<file path="src/rtl/instruction_fetch.sv">
// Instruction fetch unit: owns the program counter, reads the combinational
// instruction memory and queues {instr, pc} pairs in a 2-entry buffer for decode.
module instruction_fetch #(
  parameter int                     BITS        = 32,
  parameter int                     i_addr_bits = 6,
  parameter logic [i_addr_bits-1:0] RESET_PC    = '0
) (
  input  logic                   clk,
  input  logic                   reset,
  input  logic                   fetch_en,
  output logic [i_addr_bits-3:0] mem_addr,
  input  logic [BITS-1:0]        mem_data,
  input  logic                   redirect_valid,
  input  logic [i_addr_bits-1:0] redirect_pc,
  output logic                   out_valid,
  input  logic                   out_ready,
  output logic [BITS-1:0]        out_instr,
  output logic [i_addr_bits-1:0] out_pc
);

  localparam logic [1:0] EMPTY = 2'd0;
  localparam logic [1:0] ONE   = 2'd1;
  localparam logic [1:0] FULL  = 2'd2;

  localparam logic [i_addr_bits-1:0] PC_STEP = i_addr_bits'(4);

  logic [i_addr_bits-1:0] pc;
  logic [1:0]             count;
  logic                   head;
  logic                   tail;
  logic [BITS-1:0]        buf_instr [2];
  logic [i_addr_bits-1:0] buf_pc    [2];

  logic pop;
  logic push;

  // Low PC bits of a redirect target are forced to zero, so they are never read.
  logic unused_redirect_lsbs;
  assign unused_redirect_lsbs = ^redirect_pc[1:0];

  assign out_valid = (count != EMPTY);
  assign pop       = out_valid && out_ready;
  assign push      = fetch_en && !redirect_valid && ((count != FULL) || pop);

  assign mem_addr  = pc[i_addr_bits-1:2];
  assign out_instr = buf_instr[head];
  assign out_pc    = buf_pc[head];

  // NOTE: sequential state uses non-blocking assignments so every register
  // samples pre-edge values, matching the hardware it describes.
  always_ff @(posedge clk or posedge reset) begin
    if (reset) begin
      pc <= RESET_PC;
    end else if (redirect_valid) begin
      pc <= {redirect_pc[i_addr_bits-1:2], 2'b00};
    end else if (push) begin
      pc <= pc + PC_STEP;
    end
  end

  // Occupancy and pointers; a redirect discards everything still buffered.
  always_ff @(posedge clk or posedge reset) begin
    if (reset) begin
      count <= EMPTY;
      head  <= 1'b0;
      tail  <= 1'b0;
    end else if (redirect_valid) begin
      count <= EMPTY;
      head  <= 1'b0;
      tail  <= 1'b0;
    end else begin
      if (push && !pop) begin
        count <= (count == EMPTY) ? ONE : FULL;
      end else if (pop && !push) begin
        count <= (count == FULL) ? ONE : EMPTY;
      end
      if (pop) begin
        head <= ~head;
      end
      if (push) begin
        tail <= ~tail;
      end
    end
  end

  // NOTE: the buffer storage is reset on purpose: out_instr/out_pc must read
  // zero straight out of reset, and the storage is only two entries deep.
  // In FULL with a simultaneous pop, tail equals head; the overwrite is safe
  // because decode consumes the old head value in this same cycle.
  always_ff @(posedge clk or posedge reset) begin
    if (reset) begin
      for (int i = 0; i < 2; i++) begin
        buf_instr[i] <= '0;
        buf_pc[i]    <= '0;
      end
    end else if (push) begin
      buf_instr[tail] <= mem_data;
      buf_pc[tail]    <= pc;
    end
  end

endmodule

</file>
<file path="config.mk">
export PLATFORM = sky130hd
export DESIGN_NAME = instruction_fetch
export DESIGN_NICKNAME = d
export VERILOG_FILES = /design/src/rtl/instruction_fetch.sv
export SDC_FILE = /design/constraint.sdc
export NUM_CORES = 1
export LEC_CHECK = 0
export CORE_MARGIN = 2
export CORE_UTILIZATION = 25
export DETAILED_ROUTE_END_ITERATION = 6
export PLACE_DENSITY_LB_ADDON = 0.08
export SYNTH_ARGS = -nofsm -noshare
export SYNTH_HDL_FRONTEND = slang
export SYNTH_SLANG_ARGS = --single-unit
</file>
<file path="constraint.sdc">
create_clock -name clk -period 3.36 [get_ports clk]
set_clock_uncertainty 0.1 [all_clocks]
set_input_delay 1.008 -clock clk [delete_from_list [all_inputs] [get_ports clk]]
set_output_delay 1.008 -clock clk [all_outputs]
set_load 0.005 [all_outputs]
</file>
==> results, run 1 <==
- The worst register-to-register path ends at buf_instr[13].
- The minimum setup slack among reg-to-reg paths is 1.51 ns.
- The repair_antennas step left the layout with diodes totalling 0.
- For the worst-skew pair, the clock arrives at the later sink with an insertion delay of 0.33 ns.
- The most area-hungry cell type in the Yosys netlist is sky130_fd_sc_hd__dfrtp_1.
- The initial antenna violation count is 0.
- The maximum number of pins on one net before global-route repair is 81.
- The final cycle utilization of the critical path is 87.9%.
- After floorplanning, the core was sized to cover 14,500 um^2.
- The depth of the most critical reg-to-reg path is 4.
- The number of enable-type register cells in the synthesized netlist is 0.
- The routed design has 8280 um of wire.
- Synthesis inferred 80 register bits.
- The die is roughly 130 um tall.
- 86 I/O pins were placed.
- The floorplan die width is 126 um.
- Once detail routing completed, the nets flagged for antenna violations numbered 0.
- The final count of pins violating max slew is 0.
- Setup repair after global routing left no endpoint under its margin.
- The most instantiated flip-flop cell in the synthesis netlist is sky130_fd_sc_hd__dfrtp_1.
- For hold timing, the worst endpoint is buf_instr[19].
- The worst setup path is captured at an output port.
- The sequential element share of the synthesized area is 53.8%.
- The cell area power density is roughly 620 nW/um^2.
- The cell count after synthesis is around 240.
- The async set-reset flop share out of synthesis is between 90% and 100%.
- The net count of the finished layout is 376.
- The CTS buffer count is 9.
- The clock share of power is about 34%.
- Traced cell by cell, the critical path runs through buf_4, mux2_2, clkdlybuf4s50_1.
- The final critical-path required period is 2.95 ns.
- The cell count of the worst hold path is 1.
- For this run, the top clock speed supported by timing is roughly 0.34 GHz.
- The critical path is of the flop to output port type.
- In this run the static leakage power is 2.14 nW.
- The number of clock sinks is 80.
- The routability-driven placement congestion ratio is 0.665.
- Of the total power, registers draw 40.9%.
- The Yosys step of the flow raised 0 warnings.
- The initial utilization of the core area, before any placement, comes to 25.6%.
- The analysis attributes to net switching a power of 0.753 mW.
- Data arrives at the worst endpoint at 1.84 ns.
- The required arrival time at the worst endpoint is 2.25 ns.
- Input and output buffers added on the ports amount to 81.
- The clock tree synthesis step divided the H-tree into 3 levels.
- Of the total power, combinational logic draws between 20% and 30%.
- The number of setup violations in the final report is 0.
- The detailed-route via count is 2,253.
- The cell sitting at the root of the clock tree is a sky130_fd_sc_hd__clkbuf_16.
- The path class of the lowest-slack min-delay path is flop to flop.
- The cell with the largest stage delay on the worst path is sky130_fd_sc_hd__clkdlybuf4s50_1.
- The run finished with clean final reports.
- The average instance in the mapped netlist occupies approximately 15 um^2.
- The post-CTS setup buffer count is 0.
- The internal power is 2.42 mW.
- Once detailed placement completed, the half-perimeter wirelength came to 5240 um.
- The peak per-stage delay on the critical path is 0.45 ns.
- Across the VDD grid, the largest voltage drop is 344 uV.
- The first detailed-routing pass ran for 4 iterations.
- The DRC violation count after routing is 0.
- The count of filler cells inserted in the layout is 1,469.
- TritonCTS built the clock tree.
- The total count of hold-check failures in the final report is 0.
- The origin of the critical flop-to-flop path is count[0].
- Global routing used a little over a tenth of the available tracks.
- The floorplan die area is 15,900 um^2.
- The DRC marker count from the first detailed-route iteration is 81.
- The worst hold slack across all endpoints is 0.399 ns.
- The detailed-route vias per instance is about 4.3.
- After detailed routing, the average wire length per cell comes to 15.9 um.
- The cell area reported after detailed placement is ~4800 um^2.
- In this run the worst path has a maximum fanout of 20.
- Cells with a size suffix above 1 make up between 40% and 50% of the layout.
- The post-cts resize count is 0.
- The cell area that synthesis handed to floorplanning was 3720 um^2.
- The count of standard-cell rows is 44.
- The number of global-route vias before repair was 2,422.
- Setup total negative slack on the finished layout was measured at 0 ns.
- The switching part of the total power is 23.7%.
- The first global-routing pass estimated 13,500 um of wire.
- The number of buffers inserted by hold repair at cts is 0.
- Counting along the longest clock path gives a buffer depth of 2.
- The worst setup path is launched from a flop.
- After synthesis, the largest area contributor takes up roughly 54% of total cell area.
- After synthesis, the cell types taking the most area are sky130_fd_sc_hd__dfrtp_1, sky130_fd_sc_hd__mux2_2, sky130_fd_sc_hd__mux2_4.
- The tool flagged a number of max-cap violations equal to 0.
- The startpoint identified for the worst hold timing path is buf_instr[19].
- The summed area of non-filler cells in the final layout is 5110 um^2.
- The number of library cell types mapped by synthesis is 31.
- Summed over all layers, the global routing overflow is 0.
- After clock tree synthesis, the clock-pin slew on the worst setup and hold paths is roughly 0.060 ns.
- The synthesis-to-layout area growth is 37.3%.
-- layout by cell type (no fill, tap or decap), types with 2 or more instances in the layout --
cell type / n
sky130_fd_sc_hd__xor2_1: 2
sky130_fd_sc_hd__buf_4: 5
sky130_fd_sc_hd__clkbuf_16: 9
sky130_fd_sc_hd__conb_1: 2
sky130_fd_sc_hd__a21oi_1: 2
sky130_fd_sc_hd__nand2_1: 3
sky130_fd_sc_hd__a2bb2oi_1: 2
sky130_fd_sc_hd__clkdlybuf4s50_1: 81
sky130_fd_sc_hd__bufinv_16: 2
sky130_fd_sc_hd__clkinv_2: 4
sky130_fd_sc_hd__dfrtp_1: 79
sky130_fd_sc_hd__a31oi_1: 3
sky130_fd_sc_hd__mux2_2: 78
sky130_fd_sc_hd__o21ai_0: 6
sky130_fd_sc_hd__nor2_1: 4
sky130_fd_sc_hd__buf_12: 5
sky130_fd_sc_hd__or3_1: 3
sky130_fd_sc_hd__mux2_4: 30
-- power by group through the flow --
| stage | combinational, mW | sequential [mW] | clock, mW |
|---|---|---|---|
| finish | 0.810 | 1.30 | 1.07 |
| global route | 0.876 | 1.33 | 1.15 |
| CTS | 0.830 | 1.30 | 1.11 |
| detailed placement | 0.824 | 1.32 | 0 |
| global placement | 0.817 | 1.31 | 0 |
| floorplan | 0.466 | 1.28 | 0 |
-- critical path, delay by kind of cell, from the launching register on --
| family | cells | cell delay (ns) |
|---|---|---|
| DFF | 1 | 0.35 |
| muxes | 1 | 0.40 |
| buffers and inverters | 2 | 0.75 |
-- cell usage after synthesis, drive strengths merged, types with 2 or more instances --
| master | instances |
|---|---|
| o21ai | 6 |
| a2bb2oi | 2 |
| a21oi | 2 |
| inv | 2 |
| nand4 | 2 |
| buf | 13 |
| a31oi | 3 |
| or3 | 3 |
| dfrtp | 80 |
| mux2 | 108 |
| xor2 | 2 |
| nand2 | 3 |
| nor2 | 4 |
-- stage by stage --
| step | util (%) | setup slack (ns) | instances | total power, mW |
|---|---|---|---|---|
| after CTS | 35.2 | 0.345 | 521 | 3.24 |
| final | 35.2 | 0.408 | 521 | 3.18 |
| after global placement | 33.0 | 0.433 | 505 | 2.13 |
| after detailed placement | 33.0 | 0.394 | 505 | 2.14 |
| after floorplan | - | 0.200 | 244 | 1.75 |
| after global routing | 35.2 | 0.326 | 521 | 3.36 |
-- cells by family (layout without fill, tap and decap cells) --
group / Yosys count / in the layout / synth area share [%]
multiplexers: 108 / 108 / 35.7
flip-flops: 80 / 80 / 53.8
AND/OR/NAND/NOR: 19 / 19 / 3.56
buffers and inverters: 17 / 110 / 3.53
AO/OA/AOI/OAI: 15 / 15 / 2.52
XOR/XNOR: 2 / 2 / 0.471
adder cells (fa/ha/maj): 1 / 1 / 0.336
other: 1 / 2 / 0.101
-- state kept, by name, summed over array words and instances, names as in the netlist --
register / flops
buf_instr: 64
buf_pc: 8
pc: 4
count: 2
head: 1
tail: 1
-- routing by layer --
| layer | up-vias | wire length [um] | GRT usage [%] |
|---|---|---|---|
| met5 | - | 0 | 0 |
| met1 | 1142 | 3960 | 14.5 |
| met2 | 54 | 3760 | 16.6 |
| met4 | 0 | 94 | 3.10 |
| met3 | 6 | 458 | 4.46 |
| li1 | 1051 | - | - |
-- area by class of cell --
class                   count  area (um^2)  area share (%)
clock buffers              10          239            4.68
clock inverters             6         82.6            1.62
inverters                   3         15.0           0.294
multi-input cells         147         1590            31.2
flip-flops and latches     80         2000            39.2
well taps                 184          230            4.50
repair buffers             91          948            18.6
-- worst max path at each step --
stage,from,to,cells after the start
5_1_grt,head,out_instr[12],3
2_1_floorplan,reset,buf_instr[0],1
3_5_place_dp,out_ready,buf_instr[13],5
4_1_cts,head,out_pc[5],3
6_report,head,out_instr[6],3
3_3_place_gp,out_ready,buf_instr[1],5
(Power assumes the default switching activity.)
==> run 2: changes to the inputs <==
- CAP_MARGIN: unset -> 40
==> results of run 2 <==
The final DEF is identical to that of run 1; final timing and power are the same.
